`src/rtl/cpu_pkg.sv`:
```
// rtl/cpu_pkg.sv - shared bus/DMA types and constants for the CPU memory system
//
// Contents:
//   dma_state_e      OAM DMA engine state (DmaIdle, DmaStart, DmaActive)
//   DMA_REG_ADDR     DMA source register address (FF46)
//   OAM_BASE         first byte of OAM in the CPU map
//   HIGH_PAGE_BASE   start of I/O + HRAM + IE page; always reachable by the CPU
//   dma_src_eff()    folds echo-RAM source pages back onto work RAM
package cpu_pkg;

  typedef enum logic [1:0] {
    DmaIdle   = 2'd0,
    DmaStart  = 2'd1,
    DmaActive = 2'd2
  } dma_state_e;

  localparam logic [15:0] DMA_REG_ADDR   = 16'hFF46;
  localparam logic [15:0] OAM_BASE       = 16'hFE00;
  localparam logic [15:0] HIGH_PAGE_BASE = 16'hFF00;

  // Source pages E0..FF mirror C0..DF, so the DMA reads the underlying RAM.
  function automatic logic [7:0] dma_src_eff(input logic [7:0] src);
    return (src >= 8'hE0) ? src - 8'h20 : src;
  endfunction

endpackage

```
`src/rtl/oam_dma_engine.sv`:
```
// rtl/oam_dma_engine.sv - OAM DMA sequencer: state machine, byte index and source page
//
// Ports:
//   clk, reset      system clock, asynchronous active-high reset
//   t_cycle         T-cycle phase; all state commits when t_cycle == 3
//   reg_write       committed CPU write to the DMA source register
//   reg_wdata       data of that write (new source page)
//   stall           CPU owns the bus this M-cycle; DMA must not advance
//   bus_data_in     system bus read data, forwarded to OAM
//   src             current source page register (readable by the CPU)
//   dma_req         DMA wants the bus (state ACTIVE)
//   dma_addr        DMA read address {effective source page, index}
//   oam_addr/oam_write/oam_data   OAM write port
module oam_dma_engine
  import cpu_pkg::*;
#(
  parameter int DMA_LEN = 160
) (
  input  logic        clk,
  input  logic        reset,
  input  logic [1:0]  t_cycle,
  input  logic        reg_write,
  input  logic [7:0]  reg_wdata,
  input  logic        stall,
  input  logic [7:0]  bus_data_in,
  output logic [7:0]  src,
  output logic        dma_req,
  output logic [15:0] dma_addr,
  output logic [7:0]  oam_addr,
  output logic        oam_write,
  output logic [7:0]  oam_data
);

  localparam logic [7:0] LAST_INDEX = 8'(DMA_LEN - 1);

  dma_state_e state, state_next;
  logic [7:0] index;
  logic       commit;

  assign commit = (t_cycle == 2'd3);

  always_ff @(posedge clk or posedge reset) begin
    if (reset) begin
      state <= DmaIdle;
    end else begin
      state <= state_next;
    end
  end

  // A source-register write restarts from any state, including mid-transfer.
  always_comb begin
    state_next = state;
    if (commit) begin
      if (reg_write) begin
        state_next = DmaStart;
      end else begin
        case (state)
          DmaStart:  state_next = DmaActive;
          DmaActive: if (!stall && index == LAST_INDEX) state_next = DmaIdle;
          default:   state_next = state;
        endcase
      end
    end
  end

  always_ff @(posedge clk or posedge reset) begin
    if (reset) begin
      index <= 8'd0;
      src   <= 8'd0;
    end else if (commit) begin
      if (reg_write) begin
        src <= reg_wdata;
      end
      if (reg_write || state == DmaStart) begin
        index <= 8'd0;
      end else if (state == DmaActive && !stall) begin
        index <= (index == LAST_INDEX) ? 8'd0 : index + 8'd1;
      end
    end
  end

  always_comb begin
    dma_req   = (state == DmaActive);
    dma_addr  = {dma_src_eff(src), index};
    oam_addr  = index;
    oam_write = dma_req && commit && !stall;
    oam_data  = dma_req ? bus_data_in : 8'h00;
  end

endmodule

```
`src/rtl/bus_arbiter.sv`:
```
// rtl/bus_arbiter.sv - system bus arbiter between the CPU and the OAM DMA engine
//
// Optional feature macro: OAM_DMA_BLOCK_EN
//   defined   - during DMA, CPU accesses below FF00 are dropped (reads return FF)
//   undefined - during DMA, such accesses take the bus and stall the DMA
//
// Ports:
//   clk, reset                       system clock, asynchronous active-high reset
//   t_cycle                          T-cycle phase from the CPU (commit at 3)
//   cpu_addr/cpu_enable/cpu_write/cpu_data_out   CPU request
//   cpu_data_in                      read data back to the CPU
//   bus_addr/bus_enable/bus_write/bus_data_out   system bus request
//   bus_data_in                      system bus read data
//   oam_addr/oam_write/oam_data      OAM write port
//   dma_active                       DMA transfer in progress
module bus_arbiter #(
  parameter int          DMA_LEN      = 160,
  parameter logic [15:0] DMA_REG_ADDR = 16'hFF46
) (
  input  logic        clk,
  input  logic        reset,
  input  logic [1:0]  t_cycle,
  input  logic [15:0] cpu_addr,
  input  logic        cpu_enable,
  input  logic        cpu_write,
  input  logic [7:0]  cpu_data_out,
  output logic [7:0]  cpu_data_in,
  output logic [15:0] bus_addr,
  output logic        bus_enable,
  output logic        bus_write,
  output logic [7:0]  bus_data_out,
  input  logic [7:0]  bus_data_in,
  output logic [7:0]  oam_addr,
  output logic        oam_write,
  output logic [7:0]  oam_data,
  output logic        dma_active
);

  import cpu_pkg::*;

  logic [7:0]  src;
  logic        dma_req;
  logic [15:0] dma_addr;
  logic        is_dma_reg;
  logic        reg_write;
  logic        cpu_blocked;
  logic        cpu_takes_bus;

  assign is_dma_reg = (cpu_addr == DMA_REG_ADDR);
  assign reg_write  = cpu_enable && cpu_write && is_dma_reg && (t_cycle == 2'd3);

`ifdef OAM_DMA_BLOCK_EN
  assign cpu_blocked = dma_req && cpu_enable && (cpu_addr < HIGH_PAGE_BASE);
`else
  assign cpu_blocked = 1'b0;
`endif

  // Any CPU access that is not blocked owns the bus this M-cycle and stalls the DMA.
  assign cpu_takes_bus = cpu_enable && !cpu_blocked;
  assign dma_active    = dma_req;

  oam_dma_engine #(
    .DMA_LEN(DMA_LEN)
  ) u_engine (
    .clk        (clk),
    .reset      (reset),
    .t_cycle    (t_cycle),
    .reg_write  (reg_write),
    .reg_wdata  (cpu_data_out),
    .stall      (cpu_takes_bus),
    .bus_data_in(bus_data_in),
    .src        (src),
    .dma_req    (dma_req),
    .dma_addr   (dma_addr),
    .oam_addr   (oam_addr),
    .oam_write  (oam_write),
    .oam_data   (oam_data)
  );

  // Writes to the source register are absorbed here and never reach the bus.
  always_comb begin
    bus_addr     = cpu_addr;
    bus_enable   = cpu_enable && !(cpu_write && is_dma_reg);
    bus_write    = cpu_write && !is_dma_reg;
    bus_data_out = cpu_data_out;
    if (dma_req && !cpu_takes_bus) begin
      bus_addr   = dma_addr;
      bus_enable = 1'b1;
      bus_write  = 1'b0;
    end
  end

  always_comb begin
    if (is_dma_reg) begin
      cpu_data_in = src;
    end else if (cpu_blocked) begin
      cpu_data_in = 8'hFF;
    end else begin
      cpu_data_in = bus_data_in;
    end
  end

endmodule

```
`config.mk`:
```
export PLATFORM = sky130hd
export DESIGN_NAME = bus_arbiter
export DESIGN_NICKNAME = d
export VERILOG_FILES = /design/src/rtl/cpu_pkg.sv /design/src/rtl/oam_dma_engine.sv /design/src/rtl/bus_arbiter.sv
export SDC_FILE = /design/constraint.sdc
export NUM_CORES = 1
export LEC_CHECK = 0
export ABC_CLOCK_PERIOD_IN_PS = 2500
export CORE_MARGIN = 5
export CORE_UTILIZATION = 37
export DETAILED_ROUTE_END_ITERATION = 6
export GPL_ROUTABILITY_DRIVEN = 0
export GPL_TIMING_DRIVEN = 1
export PLACE_DENSITY = 0.89
export SLEW_MARGIN = 20
export SYNTH_ARGS = -nofsm -noshare
export SYNTH_HDL_FRONTEND = slang
export SYNTH_SLANG_ARGS = --single-unit
```
`constraint.sdc`:
```
create_clock -name clk -period 2.5 [get_ports clk]
set_input_delay 0.375 -clock clk [delete_from_list [all_inputs] [get_ports clk]]
set_output_delay 0.375 -clock clk [all_outputs]
set_load 0.01 [all_outputs]
```
Yosys cells after proc, flatten, opt, wreduce, memory -nomap -nowiden
Cells that the tools add are included.
{"block": "word_totals", "out_inout_bits": 52, "inputBits": 38, "latch_bits": 0, "mem_bits_rw": 0, "mem_bits_ro": 0, "n_memories": 0, "register_bits": 18}
{"block": "classes", "add_sub_neg": 2, "multipliers": 0, "order_cmp": 1, "n_div": 0, "n_mux": 12, "n_shift": 0, "bitwise": 0, "eq_ne": 6, "n_reduce_logical": 19}
{"op": "two-way mux 8 bit", "n": 6}
{"op": "equality test 16 bit, second input constant", "n": 1}
{"op": "two-way mux 16 bit", "n": 1}
{"op": "logical AND 1 bit", "n": 10}
{"op": "adder 8 x 1 -> 8 bit, second input constant", "n": 1}
{"op": "equality test 8 bit, second input constant", "n": 1}
{"op": "greater-or-equal comparator 8 bit, second input constant", "n": 1}
{"op": "subtractor 8 x 6 -> 8 bit, second input constant", "n": 1}
{"op": "equality test 2 bit, second input constant", "n": 2}
{"op": "two-way mux 2 bit", "n": 2}
{"op": "one-hot mux 2 bit (2 select lines)", "n": 1}
{"op": "AND reduction 2 bit", "n": 2}
{"op": "logical NOT 1 bit", "n": 3}
{"op": "!= test 3 x 1 -> 1 bit, second input constant", "n": 1}
{"op": "AND reduction 3 bit", "n": 1}
{"op": "nonzero test 3 bit", "n": 1}
{"op": "equality test 2 x 1 -> 1 bit, second input constant", "n": 1}
{"op": "two-way mux 1 bit", "n": 2}
{"op": "nonzero test 2 bit", "n": 1}
{"op": "logical OR 1 bit", "n": 1}

Longest topological paths before layout
{"block": "logic_depth", "ltp_word": 6, "mapped_depth": 6, "ltp_nobuf": 6}

Hierarchy
A second synthesis with hierarchy kept.
{"block": "hier_totals", "cells_unflattened": 151, "hier_area_um2": 1557.7}
{"module": "oam_dma_engine", "cells_each": 105, "seq_area_each_um2": 450.4, "area_each_um2": 1066.0, "n_inst": 1}
{"module": "bus_arbiter", "cells_each": 46, "seq_area_each_um2": 0.0, "area_each_um2": 491.7, "n_inst": 1}

Worst setup path after synthesis
No wires, ideal clock.
{"block": "synth_timing", "kind": "in2out", "startpoint": "input cpu_addr[4]", "endpoint": "output cpu_data_in[0]", "path_buffers": 1, "t_required_ns": 2.125, "arrival_time_ns": 1.913, "slack_ns": 0.212, "stages": 4, "cell_sequence": "or4b_4 > nor4_4 > buf_2 > mux2_2"}
{"block": "synth_between", "elab_chain_cells": 2}
{"item": "start, declared", "line_no": "bus_arbiter.sv:23", "rtl": "input logic [15:0] cpu_addr,"}
{"item": "equality test 16 bit", "line_no": "bus_arbiter.sv:49", "rtl": "assign is_dma_reg = (cpu_addr == DMA_REG_ADDR);"}
{"item": "two-way mux 8 bit", "line_no": "bus_arbiter.sv:94", "rtl": "if (is_dma_reg) begin"}
{"item": "end, declared", "line_no": "bus_arbiter.sv:27", "rtl": "output logic [7:0] cpu_data_in,"}
No other way between the ends.

Worst setup path after layout
{"block": "layout_timing", "startpoint": "input cpu_enable", "endpoint": "output bus_addr[6]"}
{"block": "layout_between", "elab_chain_cells": 3}
{"item": "start, declared", "line_no": "bus_arbiter.sv:24", "rtl": "input logic cpu_enable,"}
{"item": "logical NOT 1 bit", "line_no": "bus_arbiter.sv:86", "rtl": "if (dma_req && !cpu_takes_bus) begin"}
{"item": "logical AND 1 bit", "line_no": "bus_arbiter.sv:86"}
{"item": "two-way mux 16 bit", "line_no": "bus_arbiter.sv:86"}
{"item": "end, declared", "line_no": "bus_arbiter.sv:28", "rtl": "output logic [15:0] bus_addr,"}
No other way between the ends.

==> results by group <==
Critical path
  – Critical path's top delay family: buffers and inverters
  – Crit path largest cell delay: 530 ps
  – CP required: 2120 ps
  – Critical path peak fanout: 7
  – Critical Path, Cell by Cell: clkdlybuf4s50_1 -> buf_4 -> nor3b_4 -> buf_6 -> nand2_1 -> nand2_1 -> clkdlybuf4s50_1
  – Buf/Inv on CP: 4
  – WP data arrival: 2080 ps
  – Critical path type: in2out
  – Crit path capture type: output port
  – Critical path startpoint category: primary input
  – Slowest stage cell, crit path: clkdlybuf4s50_1

Power
  – Leak pwr: 1.406 nW
  – Worst VDD drop: 0.3975 mV
  – Final Power: 0.9279 mW
  – Pwr/cell area: 359.7 nW/um2

Clocking
  – Hold_buf cts: 0
  – Worst-skew pair later-pin latency: 260 ps
  – CTS Buf Count: 3
  – Clock Tree Root: clkbuf_8
  – Reg clk slew, reported paths: 70 ps
  – CTS tree: done
  – Sink Count: 18
  – H-tree levels: 1
  – Bufs on Longest Clock Path: 2

Finish
  – Most frequent cells in the layout: nand2_1 (54), clkdlybuf4s50_1 (53), buf_4 (19)
  – Share of cells above drive strength 1: 23.40%
  – Finished Layout Cells: 332
  – Most common cell after layout, fill and taps aside: nand2_1
  – Fin util: 65.44%
  – Layout Cell Area excl Fill: 2580 um2
  – Area Overhead vs Synth: 75.19%
  – Ant. Diodes: 0
  – Nets: 323

Drt
  – Wirelength per Cell: 16.76 um
  – # DRC: 0
  – Via-to-Cell Ratio: 5.211
  – Final WL: 5.563 mm
  – DR pass1 iterations: 4
  – Via count: 1730
  – Detailed router's first-iteration violation count: 121
  – Antenna-violating nets left: 0

Synthesis
  – Warnings, synthesis: 0
  – Post-Synthesis Cells: 186
  – Number of synthesized flops with an enable pin: 0
  – Synth Flop Type: dfrtp_1
  – Synthesized flop and latch total: 18
  – Syn Area/Cell: 7.918 um2
  – Sequential area share after synthesis: 30.59%
  – Synth unique cells: 37
  – Syn Nets: 226
  – Synthesized cell area: 1473 um2
  – Share of flip-flops with an asynchronous set or reset: 100.0%

Placement
  – DP Area: 2396 um2
  – PortBufs: 89
  – DP HPWL: 4.050 mm
  – # placed instances: 319

Floorplanning
  – # IOs: 90
  – Initial core utilization: 37.35%
  – Core area: 3943 um2
  – Full die area: 5342 um2
  – Die Width: 73.09 um
  – Rows: 23
  – Die Ht: 73.09 um

Timing
  – Clock skew: 1.724 ps
  – Period minus WS final: 2455 ps
  – Period utilisation layout: 98.19%
  – Hold Vio Cnt, Final: 0
  – Relative slew margins: 50.98%
  – Fin. max-slew vios: 0
  – Setup tns final: 0 ps
  – Worst slew pin tran: 734.5 ps
  – Fmax: 407.4 MHz
  – # setup viols final: 0

GRT
  – Total gr overflow: 0
  – First-pass GRT wire length: 8.507 mm
  – Largest net degree at the start of global routing: 19
  – Initial antenna violation count: 0
  – GR Util All Layers: 20.36%
  – Vias in the first global route: 1734

Outcome
  – Outcome: complete, no violations

Worst hold path
  – HP Class: in2async

Job
  – MaxCap Viol Count: 0
logic make-up (layout without fill, tap and decap cells):
| kind of cell | count (synthesis) | after routing | share of synthesized area (%) |
|---|---|---|---|
| flip-flops | 18 | 18 | 30.59 |
| multiplexers | 16 | 16 | 13.25 |
| adder cells (fa/ha/maj) | 2 | 2 | 1.699 |
| XOR/XNOR | 2 | 2 | 1.190 |
| buffers and inverters | 28 | 124 | 11.81 |
| AND/OR/NAND/NOR | 99 | 99 | 32.71 |
| AO/OA/AOI/OAI | 21 | 21 | 8.752 |
cells in the mapped netlist, types with 2 or more instances:
cell type / count / area [um2]
nor3_1: 2 / 10.01
inv_1: 7 / 26.28
nand4_1: 6 / 37.54
buf_4: 16 / 120.1
mux2_4: 4 / 60.06
nor2_1: 10 / 37.54
and2_1: 8 / 50.05
dfrtp_1: 18 / 450.4
clkbuf_1: 3 / 11.26
nand2b_1: 2 / 12.51
nand2_1: 54 / 202.7
nand3_1: 8 / 40.04
a21oi_1: 4 / 20.02
mux2_2: 12 / 135.1
o21ai_0: 7 / 35.03
a31oi_1: 3 / 18.77
ha_1: 2 / 25.02
flip-flops by register name, indices dropped and copies added, names as in the netlist:
name and cells:
u_engine.src 8, u_engine.oam_addr 8, u_engine.state 2
layer usage:
metal,routed length (um),global-route usage [%]
met4,114,4.303
met5,0,0
met2,2845,35.75
met1,2151,24.81
met3,452,5.372
what timing repair did:
item | CTS | global route
buffers inserted | 5 | 3
gates cloned | 0 | 1
hold endpoints to repair | 0 | 0
gates resized for setup | 64 | 39
pin swaps | 3 | 4
endpoints found under the setup margin | 27 | 23
report_power, final:
group / total (mW) / leakage [nW] / internal, mW / switching, mW
Clock: 0.248 / 0.0288 / 0.140 / 0.107
Combinational: 0.340 / 1.14 / 0.199 / 0.141
Sequential: 0.341 / 0.234 / 0.310 / 0.0308
Total: 0.928 / 1.41 / 0.649 / 0.279
final cells by class:
cell class                 instances  area (um2)
clock buffer                       4       55.05
fill                             308        1363
inverter                           7       26.28
multi-input combinational        140       888.4
sequential                        18       450.4
tap                               50       62.56
timing repair buffer             113        1097
per-stage QoR:
| step | setup WS, ps | hold WS (ps) |
|---|---|---|
| 6_report | 45.25 | 534.6 |
| 5_1_grt | -13.64 | 577.3 |
| 4_1_cts | 7.206 | 546.3 |
| 3_5_place_dp | -640.9 | 523.0 |
| 3_3_place_gp | -560.9 | 520.4 |
| 2_1_floorplan | 212.5 | 313.6 |
final timing paths:
kind | from | endpoint | cells past startpoint | slack [ps]
worst max-delay path | cpu_enable | bus_addr[6] | 7 | 50
worst min-delay path | reset | u_engine.src[6] | 2 | 530
worst max register to register | u_engine.state[0] | u_engine.oam_addr[6] | 6 | 540
worst min register to register | u_engine.src[3] | u_engine.src[3] | 1 | 550
max in group asynchronous | reset | u_engine.src[0] | 2 | 1500
min in group clk | u_engine.src[3] | u_engine.src[3] | 1 | 550
No activity file was read; power rests on OpenSTA's default activity.
